$ cat config.mk
export PLATFORM = sky130hd
export DESIGN_NAME = conv_accel_feeder
export DESIGN_NICKNAME = d
export VERILOG_FILES = /design/src/rtl/conv_accel_feeder.sv
export SDC_FILE = /design/constraint.sdc
export NUM_CORES = 1
export LEC_CHECK = 0
export BUFFER_PORTS_ARGS = -buffer_cell sky130_fd_sc_hd__buf_2
export CAP_MARGIN = 20
export CORE_MARGIN = 2
export CORE_UTILIZATION = 47
export DETAILED_ROUTE_END_ITERATION = 10
export GPL_ROUTABILITY_DRIVEN = 0
export PLACE_DENSITY = 0.76
export REMOVE_ABC_BUFFERS = 1
export SLEW_MARGIN = 20
export SYNTH_ARGS = -nofsm -noshare
export SYNTH_HDL_FRONTEND = slang
export SYNTH_SLANG_ARGS = --single-unit
export TNS_END_PERCENT = 100
$ cat constraint.sdc
create_clock -name Clk -period 2.1 [get_ports Clk]
set_input_delay 0.105 -clock Clk [delete_from_list [all_inputs] [get_ports Clk]]
set_output_delay 0.105 -clock Clk [all_outputs]
set_load 0.005 [all_outputs]
$ cat src/rtl/conv_accel_feeder.sv
// Host-side feeder for the convolution accelerator: loads one job of operand words
// into the accelerator FIFO, starts the compute, waits for the sum and hands it downstream.
module conv_accel_feeder #(
  parameter int BIT_LENGTH     = 16,
  parameter int WORD_COUNT     = 9,
  parameter int TIMEOUT_CYCLES = 1024
) (
  input  logic                  Clk,
  input  logic                  Rst,
  input  logic                  go,
  output logic                  busy,
  input  logic [BIT_LENGTH-1:0] s_data,
  input  logic                  s_valid,
  output logic                  s_ready,
  output logic [BIT_LENGTH-1:0] dataInput,
  output logic                  wr_clk,
  output logic                  cStart,
  input  logic                  cReady,
  input  logic                  FULL,
  input  logic                  EMPTY,
  input  logic [BIT_LENGTH-1:0] finalsum,
  output logic [BIT_LENGTH-1:0] result,
  output logic                  result_valid,
  input  logic                  result_ready,
  output logic                  err
);

  typedef enum logic [2:0] {
    IDLE  = 3'd0,
    LOAD  = 3'd1,
    START = 3'd2,
    WAIT  = 3'd3,
    HOLD  = 3'd4
  } state_t;

  localparam logic [7:0]  WORDS        = 8'(WORD_COUNT);
  localparam logic [15:0] TIMEOUT_LAST = 16'(TIMEOUT_CYCLES - 1);

  state_t      stateR;
  logic [7:0]  wordCntR;
  logic [15:0] waitCntR;
  logic        handshakeS;
  logic        unusedEmpty;

  // The accelerator copes with an empty FIFO on start, so EMPTY carries no decision here.
  assign unusedEmpty = EMPTY;

  // The write-strobe gap gives FULL one cycle to reflect the previous write.
  assign busy       = (stateR != IDLE);
  assign s_ready    = (stateR == LOAD) && !FULL && !wr_clk && (wordCntR < WORDS);
  assign handshakeS = s_valid && s_ready;

  // Job sequencer: load words, pulse start, wait for the sum, hold it for downstream.
  always_ff @(posedge Clk or negedge Rst) begin
    if (!Rst) begin
      stateR       <= IDLE;
      wordCntR     <= 8'd0;
      waitCntR     <= 16'd0;
      dataInput    <= '0;
      wr_clk       <= 1'b0;
      cStart       <= 1'b0;
      result       <= '0;
      result_valid <= 1'b0;
      err          <= 1'b0;
    end else begin
      wr_clk <= 1'b0;
      cStart <= 1'b0;
      case (stateR)
        IDLE: begin
          if (go) begin
            stateR   <= LOAD;
            wordCntR <= 8'd0;
            err      <= 1'b0;
          end
        end
        LOAD: begin
          if (handshakeS) begin
            dataInput <= s_data;
            wr_clk    <= 1'b1;
            wordCntR  <= wordCntR + 8'd1;
          end else if (wordCntR >= WORDS) begin
            // The last strobe is dropping on this edge, so start follows it directly.
            stateR <= START;
            cStart <= 1'b1;
          end
        end
        START: begin
          stateR   <= WAIT;
          waitCntR <= 16'd0;
        end
        WAIT: begin
          if (cReady) begin
            result       <= finalsum;
            result_valid <= 1'b1;
            stateR       <= HOLD;
          end else if (waitCntR >= TIMEOUT_LAST) begin
            err    <= 1'b1;
            stateR <= IDLE;
          end else begin
            waitCntR <= waitCntR + 16'd1;
          end
        end
        HOLD: begin
          if (result_ready) begin
            result_valid <= 1'b0;
            stateR       <= IDLE;
          end
        end
        default: begin
          stateR <= IDLE;
        end
      endcase
    end
  end

endmodule

==> run metrics, run 1 <==
largest cells by area after synthesis=dfrtp_1 (56%), mux2_2 (13%), nor2b_1 (2.9%); Via Count=2,214; Post-synth EDFFs=0; largest net degree at the start of global routing=64; Wirelength per Cell=14.5 um; Min-Delay Path Class=input pin to register; fmax=471 MHz; list of most frequent post-synthesis cells=dfrtp_1 (63), mux2_2 (33), nand2_1 (15); slew at the pin closest to its max-slew limit=0.504 ns; CP Capture Type=register; RSZ-0062 raised after global routing=true; H-tree levels=3; Reg clk slew, reported paths=0.07 ns; I/O Buffers=76; Req. time, crit path=2.33 ns; Slew headroom=66.4%; Site Rows=28; die area=6610 um^2; Post-DP HPWL=4.05 mm; Pre-antenna DRT Iters=4; design area=3850 um^2; global-route wire length before repair=10.4 mm; Final setup viols=1; area grow syn2layout=37.1%; vias in the first global route=2,274; Starting DRT DRC Count=102; routed vias/inst=5.20; CP Class=register to register; Root Driver=clkbuf_8; top_reg_cell synth=dfrtp_1; Leak=1.88 nW; pre-CTS WS=-0.0292 ns; dpl cells=384; Power Density=1210 nW/um^2; Final ANT Viol Nets=0; Post-Route WL=6.16 mm; Die Width=81.3 um; maximum vdd drop=0.000734 V; fin cells=426; CP startpoint=waitCntR[13]$_DFFE_PN0P_; DP Area=3380 um^2; CTS tree=done; Fillers=436; Total Routing Usage GR=21.0%; Core Area=5850 um^2; Worst Setup Start Kind=register; Overall Power=0.00465 W; crit path time final=2.12 ns; HP Start=finalsum[6]; cell taking the most area after synthesis=dfrtp_1; total CTS buffers=9; share of layout cells above drive strength 1=43.6%; ys async rst share=100%; Synth Register Bits=63; die height=81.3 um; number of max-cap violations=0; Max Clock Skew=0.0118 ns; crit path DAT=2.35 ns; # DRC=0; number of diodes=0; Final Hold Viols=0; mean post-synth cell area=12.3 um^2; synth warn=0; Final Cycle Share=101%; synth unique cells=44; Final Worst Setup Slack=-0.0241 ns; RR Startpoint=waitCntR[13]$_DFFE_PN0P_; initial antenna violation count=0; failing checks=negative setup slack; Final Max Slew Viols=0; status=finished, violations left; Synth Cell Area=2810 um^2; Final Core Density=65.8%; I/O pin cnt=78; Seq/Total Area, Yosys=56.1%; Synth top area share=56.1%; clock latency on the worst-skew pair=0.34 ns; CTS max path bufs=2; most frequent cell after synthesis=dfrtp_1; starting density of the core=48.0%; Nets=390; CP max FO=5; Gate Count Post-Synth=228; clk sink count=63; Overflow after GRT=0
cell usage in the layout (no fill, tap or decap), types with 2 or more instances in the layout:
cell            n
and3_1          3
or4_1           2
buf_2          76
nand2_1        15
and4_1          3
or2_2           4
nand3_1         3
nand2b_1        2
dlygate4sd3_1  26
ha_1            4
clkinvlp_4      2
dfrtp_1        63
or4_4           2
clkbuf_8       11
mux2_2         33
o31ai_1         2
nor3_1          8
buf_12          2
nor4_1          2
nand4_1         5
mux2i_1         5
o21ai_0         7
or3b_2          2
inv_1           7
a211o_1         3
nor2b_1        13
and2_1          2
buf_4          12
a21oi_1         3
nor2_1          7
a221oi_1        2
report_power, final:
part           leakage [nW]  internal (W)  switching [W]  total (W)
sequential            0.779       0.00166       0.000278    0.00194
clock                0.0988      0.000615       0.000468    0.00108
combinational          1.01      0.000906       0.000728    0.00163
total                  1.88       0.00318        0.00147    0.00465
kinds of logic after synthesis:
family	Yosys count	share of synthesized area (%)
AOI/OAI and AO/OA	29	8.50
adders and majority gates	4	1.78
buffers and inverters	17	2.45
DFF	63	56.1
muxes	39	15.5
and+or+nand+nor	76	15.6
per-layer routing:
layer / wire, um / GRT usage, %
met4: 161 / 11.2
met2: 3150 / 35.0
met1: 2590 / 26.0
met3: 254 / 3.78
met5: 0 / 0
flip-flops by register name, indices dropped and copies added, names as in the netlist, 3 cells and up:
signal / cells
wordCntR: 8
stateR: 3
dataInput: 16
result: 16
waitCntR: 16
critical path, stage by stage, from the launching register on:
cell	delay [ns]
dfrtp_1	0.38
or4_4	0.54
o41a_4	0.39
or3b_4	0.41
mux2_4	0.30
repair_timing:
item | in CTS | in global routing
endpoints found under the hold margin | 88 | 0
endpoints found under the setup margin | 17 | 7
pin swaps | 1 | 1
resized for setup | 0 | 2
hold buffers | 26 | 0
setup buffers | 0 | 0
layout make-up:
type,count,area (um^2),share of cell area [%]
Tap cell,75,93.8,2.44
Sequential cell,63,1580,40.9
Clock buffer,12,155,4.03
Multi-Input combinational cell,148,1170,30.4
Timing Repair Buffer,116,771,20.0
Inverter,8,30.0,0.779
Clock inverter,4,53.8,1.40
path summary, 6_finish.rpt:
path / slack, ns / end / cells after the start
max in group asynchronous: 1.52 / waitCntR[12]$_DFFE_PN0P_ / 3
min: 0.007 / result[6]$_DFFE_PN0P_ / 2
max: -0.02 / waitCntR[0]$_DFFE_PN0P_ / 4
min in group asynchronous: 0.30 / wordCntR[0]$_DFFE_PN0P_ / 3
min reg2reg: 0.50 / result[1]$_DFFE_PN0P_ / 1
max reg2reg: -0.02 / waitCntR[0]$_DFFE_PN0P_ / 4
per-stage QoR:
step / hold WS [ns] / TNS, ns
floorplan: -0.191 / -7.16
global placement: 0.142 / 0
detailed placement: 0.139 / -0.292
CTS: 0.000461 / -0.0335
global route: 0.00339 / -0.206
finish: 0.00718 / -0.0241
Note: power is estimated with default switching activity, not from simulation.
==> run 2, diff against run 1 <==
--- a/config.mk
+++ b/config.mk
@@ -5,13 +5,14 @@
 export SDC_FILE = /design/constraint.sdc
 export NUM_CORES = 1
 export LEC_CHECK = 0
+export ABC_AREA = 1
 export BUFFER_PORTS_ARGS = -buffer_cell sky130_fd_sc_hd__buf_2
 export CAP_MARGIN = 20
 export CORE_MARGIN = 2
 export CORE_UTILIZATION = 47
 export DETAILED_ROUTE_END_ITERATION = 10
 export GPL_ROUTABILITY_DRIVEN = 0
-export PLACE_DENSITY = 0.76
+export PLACE_DENSITY = 0.75
 export REMOVE_ABC_BUFFERS = 1
 export SLEW_MARGIN = 20
 export SYNTH_ARGS = -nofsm -noshare
==> run metrics, run 2 <==
Core Area=5960 um^2 (was 5850 um^2); CP Buf/Inv Count=2 (was 0); Fillers=475 (was 436); commonest non-fill, non-tap cells in the layout=nand2_1 (156), buf_2 (76), dfrtp_1 (63) (was buf_2 (76), dfrtp_1 (63), mux2_2 (33)); Pre-antenna DRT Iters=4 (unchanged); mean post-synth cell area=8.30 um^2 (was 12.3 um^2); H-tree levels=3 (unchanged); Slew headroom=73.3% (was 66.4%); I/O Buffers=76 (unchanged); RR Startpoint=wordCntR[0]$_DFFE_PN0P_ (was waitCntR[13]$_DFFE_PN0P_); Final Cycle Share=86.3% (was 101%); fmax=551 MHz (was 471 MHz); capturing point of the worst reg2reg path=stateR[1]$_DFFE_PN0P_ (was waitCntR[0]$_DFFE_PN0P_); CP Class=register to register (unchanged); Crit path depth=9 (was 4); Hold EP=stateR[2]$_DFFE_PN0P_ (was result[6]$_DFFE_PN0P_); crit path time final=1.81 ns (was 2.12 ns); synth warn=0 (unchanged); WHS=0.115 ns (was 0.00718 ns); Worst Hold Depth=4 (was 2); CTS tree=done (unchanged); # resized after CTS=0 (unchanged); reg2reg path depth=9 (was 4); status=complete, no violations (was finished, violations left); slew at the pin closest to its max-slew limit=0.401 ns (was 0.504 ns); multi-input combinational cell area=1100 um^2 (was 1170 um^2); Total Routing Usage GR=21.1% (was 21.0%); Wirelength per Cell=12.2 um (was 14.5 um); global-route wire length before repair=10.9 mm (was 10.4 mm); Post-synth EDFFs=0 (unchanged); CP Cell Sequence=inv_1 > ha_1 > a21oi_1 > nor2_1 > nand3_4 > inv_2 > nor2_1 > nand3_1 > nand2_1 (was or4_4 > o41a_4 > or3b_4 > mux2_4); Leak=2.16 nW (was 1.88 nW); Synth Register Bits=63 (unchanged); Max Clock Skew=0.00805 ns (was 0.0118 ns); die area=6810 um^2 (was 6610 um^2); Gate Count Post-Synth=349 (was 228); crit-path most repeated cell=nor2_1; total CTS buffers=9 (unchanged); maximum vdd drop=0.000716 V (was 0.000734 V); crit path DAT=2.04 ns (was 2.35 ns); HP Start=result_ready (was finalsum[6]); Root Driver=clkbuf_8 (unchanged); Worst Setup Start Kind=register (unchanged); Die Width=82.5 um (was 81.3 um); CP max FO=22 (was 5); Reg clk slew, reported paths=0.07 ns (about the same); largest net degree at the start of global routing=56 (was 64); list of most frequent post-synthesis cells=nand2_1 (156), dfrtp_1 (63), inv_1 (32) (was dfrtp_1 (63), mux2_2 (33), nand2_1 (15)); Starting DRT DRC Count=102 (unchanged); CTS max path bufs=2 (unchanged); share of layout cells above drive strength 1=23.7% (was 43.6%); starting density of the core=48.7% (was 48.0%); Largest regs=dataInput x16, result x16, waitCntR x16 (unchanged); Post-Route WL=6.63 mm (was 6.16 mm); die height=82.5 um (was 81.3 um); vias in the first global route=2,526 (was 2,274); cell taking the most area after synthesis=dfrtp_1 (unchanged); Final setup viols=0 (was 1); initial antenna violation count=0 (unchanged); # DRC=0 (unchanged); largest cells by area after synthesis=dfrtp_1 (54%), nand2_1 (20%), inv_1 (4.1%) (was dfrtp_1 (56%), mux2_2 (13%), nor2b_1 (2.9%)); routed vias/inst=4.71 (was 5.20); number of diodes=0 (unchanged); Nets=507 (was 390); Min-Delay Path Class=input pin to register (unchanged); cell family with most CP delay=simple AND/OR/NAND/NOR gates (unchanged); FF+latch area=1580 um^2 (unchanged); Power Density=1140 nW/um^2 (was 1210 nW/um^2); top_reg_cell synth=dfrtp_1 (unchanged); Site Rows=28 (unchanged); synth unique cells=26 (was 44); CP Capture Type=register (unchanged); most frequent cell after synthesis=nand2_1 (was dfrtp_1); Post-DP HPWL=4.06 mm (was 4.05 mm); I/O pin cnt=78 (unchanged); Final TNS setup=0 ns (was -0.0241 ns); Final Core Density=65.7% (was 65.8%); Reg2Reg Setup Slack=0.29 ns (was -0.02 ns); Synth Cell Area=2900 um^2 (was 2810 um^2); area grow syn2layout=35.0% (was 37.1%); Final Hold Viols=0 (unchanged); ys async rst share=100% (unchanged); Seq/Total Area, Yosys=54.4% (was 56.1%); clk sink count=63 (unchanged); Synth top area share=54.4% (was 56.1%); Overflow after GRT=0 (unchanged); Via Count=2,559 (was 2,214); Slowest-stage cell, CP=dfrtp_1 (was or4_4); Final Max Slew Viols=0 (unchanged); Final ANT Viol Nets=0 (unchanged); Req. time, crit path=2.33 ns (about the same); number of max-cap violations=0 (unchanged); critical path's largest stage delay=0.41 ns (was 0.54 ns); clock latency on the worst-skew pair=0.34 ns (about the same); RSZ-0062 raised after global routing=false (was true); commonest non-fill, non-tap cell in the layout=nand2_1 (was buf_2)
run 2: cell count changes after synthesis, sizes merged, moves of 8 or more:
| cell | before | now |
|---|---|---|
| nor2 | 7 | 36 |
| nand2 | 15 | 158 |
| inv | 7 | 36 |
| mux2 | 34 | 0 |
| nor2b | 13 | 0 |
| nand3 | 3 | 11 |
run 2: through the flow:
step           total power [W]  setup slack (ns)  instance area [um^2]  std cells
2_1_floorplan          0.00252             0.405                  2820        340
3_3_place_gp           0.00305             0.364                  3330        494
3_5_place_dp           0.00309             0.299                  3330        494
4_1_cts                0.00447             0.278                  3910        543
5_1_grt                0.00478             0.150                  3910        543
6_report               0.00448             0.287                  3910        543
run 2: timing repair:
| item | CTS | global route |
|---|---|---|
| buffers inserted | 0 | 0 |
| hold endpoints to repair | 95 | 0 |
| hold buffers | 33 | 0 |
run 2: layout make-up:
class,instances,area share [%]
multi-input combinational,241,28.2
sequential,63,40.3
clock buffer,10,3.52
tap,75,2.40
timing repair buffer,112,19.1
inverter,36,3.52
clock inverter,6,2.97
run 2: how the worst max path moves through the flow:
stage / start / to / slack, ns
final: wordCntR[0]$_DFFE_PN0P_ / stateR[1]$_DFFE_PN0P_ / 0.29
after global routing: wordCntR[0]$_DFFE_PN0P_ / stateR[1]$_DFFE_PN0P_ / 0.15
after global placement: wordCntR[0]$_DFFE_PN0P_ / stateR[0]$_DFFE_PN0P_ / 0.36
after floorplan: wordCntR[0]$_DFFE_PN0P_ / stateR[0]$_DFFE_PN0P_ / 0.41
after detailed placement: wordCntR[0]$_DFFE_PN0P_ / stateR[0]$_DFFE_PN0P_ / 0.30
after CTS: wordCntR[0]$_DFFE_PN0P_ / stateR[1]$_DFFE_PN0P_ / 0.28
run 2: tightest hold or removal path: stages:
cell and delay (ns):
buf_2 0.09, inv_1 0.04, nand4_1 0.13, nand2_1 0.06
run 2: cells by family after synthesis:
| family | Yosys count | synth area share [%] |
|---|---|---|
| AND/OR/NAND/NOR | 217 | 32.1 |
| flip-flops | 63 | 54.4 |
| buffers and inverters | 45 | 7.47 |
| AO/OA/AOI/OAI | 14 | 2.50 |
| XOR/XNOR | 6 | 1.81 |
| adder cells (fa/ha/maj) | 4 | 1.73 |
run 2: power breakdown:
group / internal, W / switching, W / leakage [nW]
registers: 0.00157 / 0.000256 / 0.823
logic: 0.000572 / 0.000764 / 1.21
clock network: 0.000829 / 0.000487 / 0.127
run 2: per-layer routing:
layer	vias to the layer above	track usage (%)	wire length, um
met5	-	0	0
met4	0	5.25	59
met3	7	7.28	367
met2	72	35.7	3290
met1	1187	26.0	2920
li1	1293	-	-
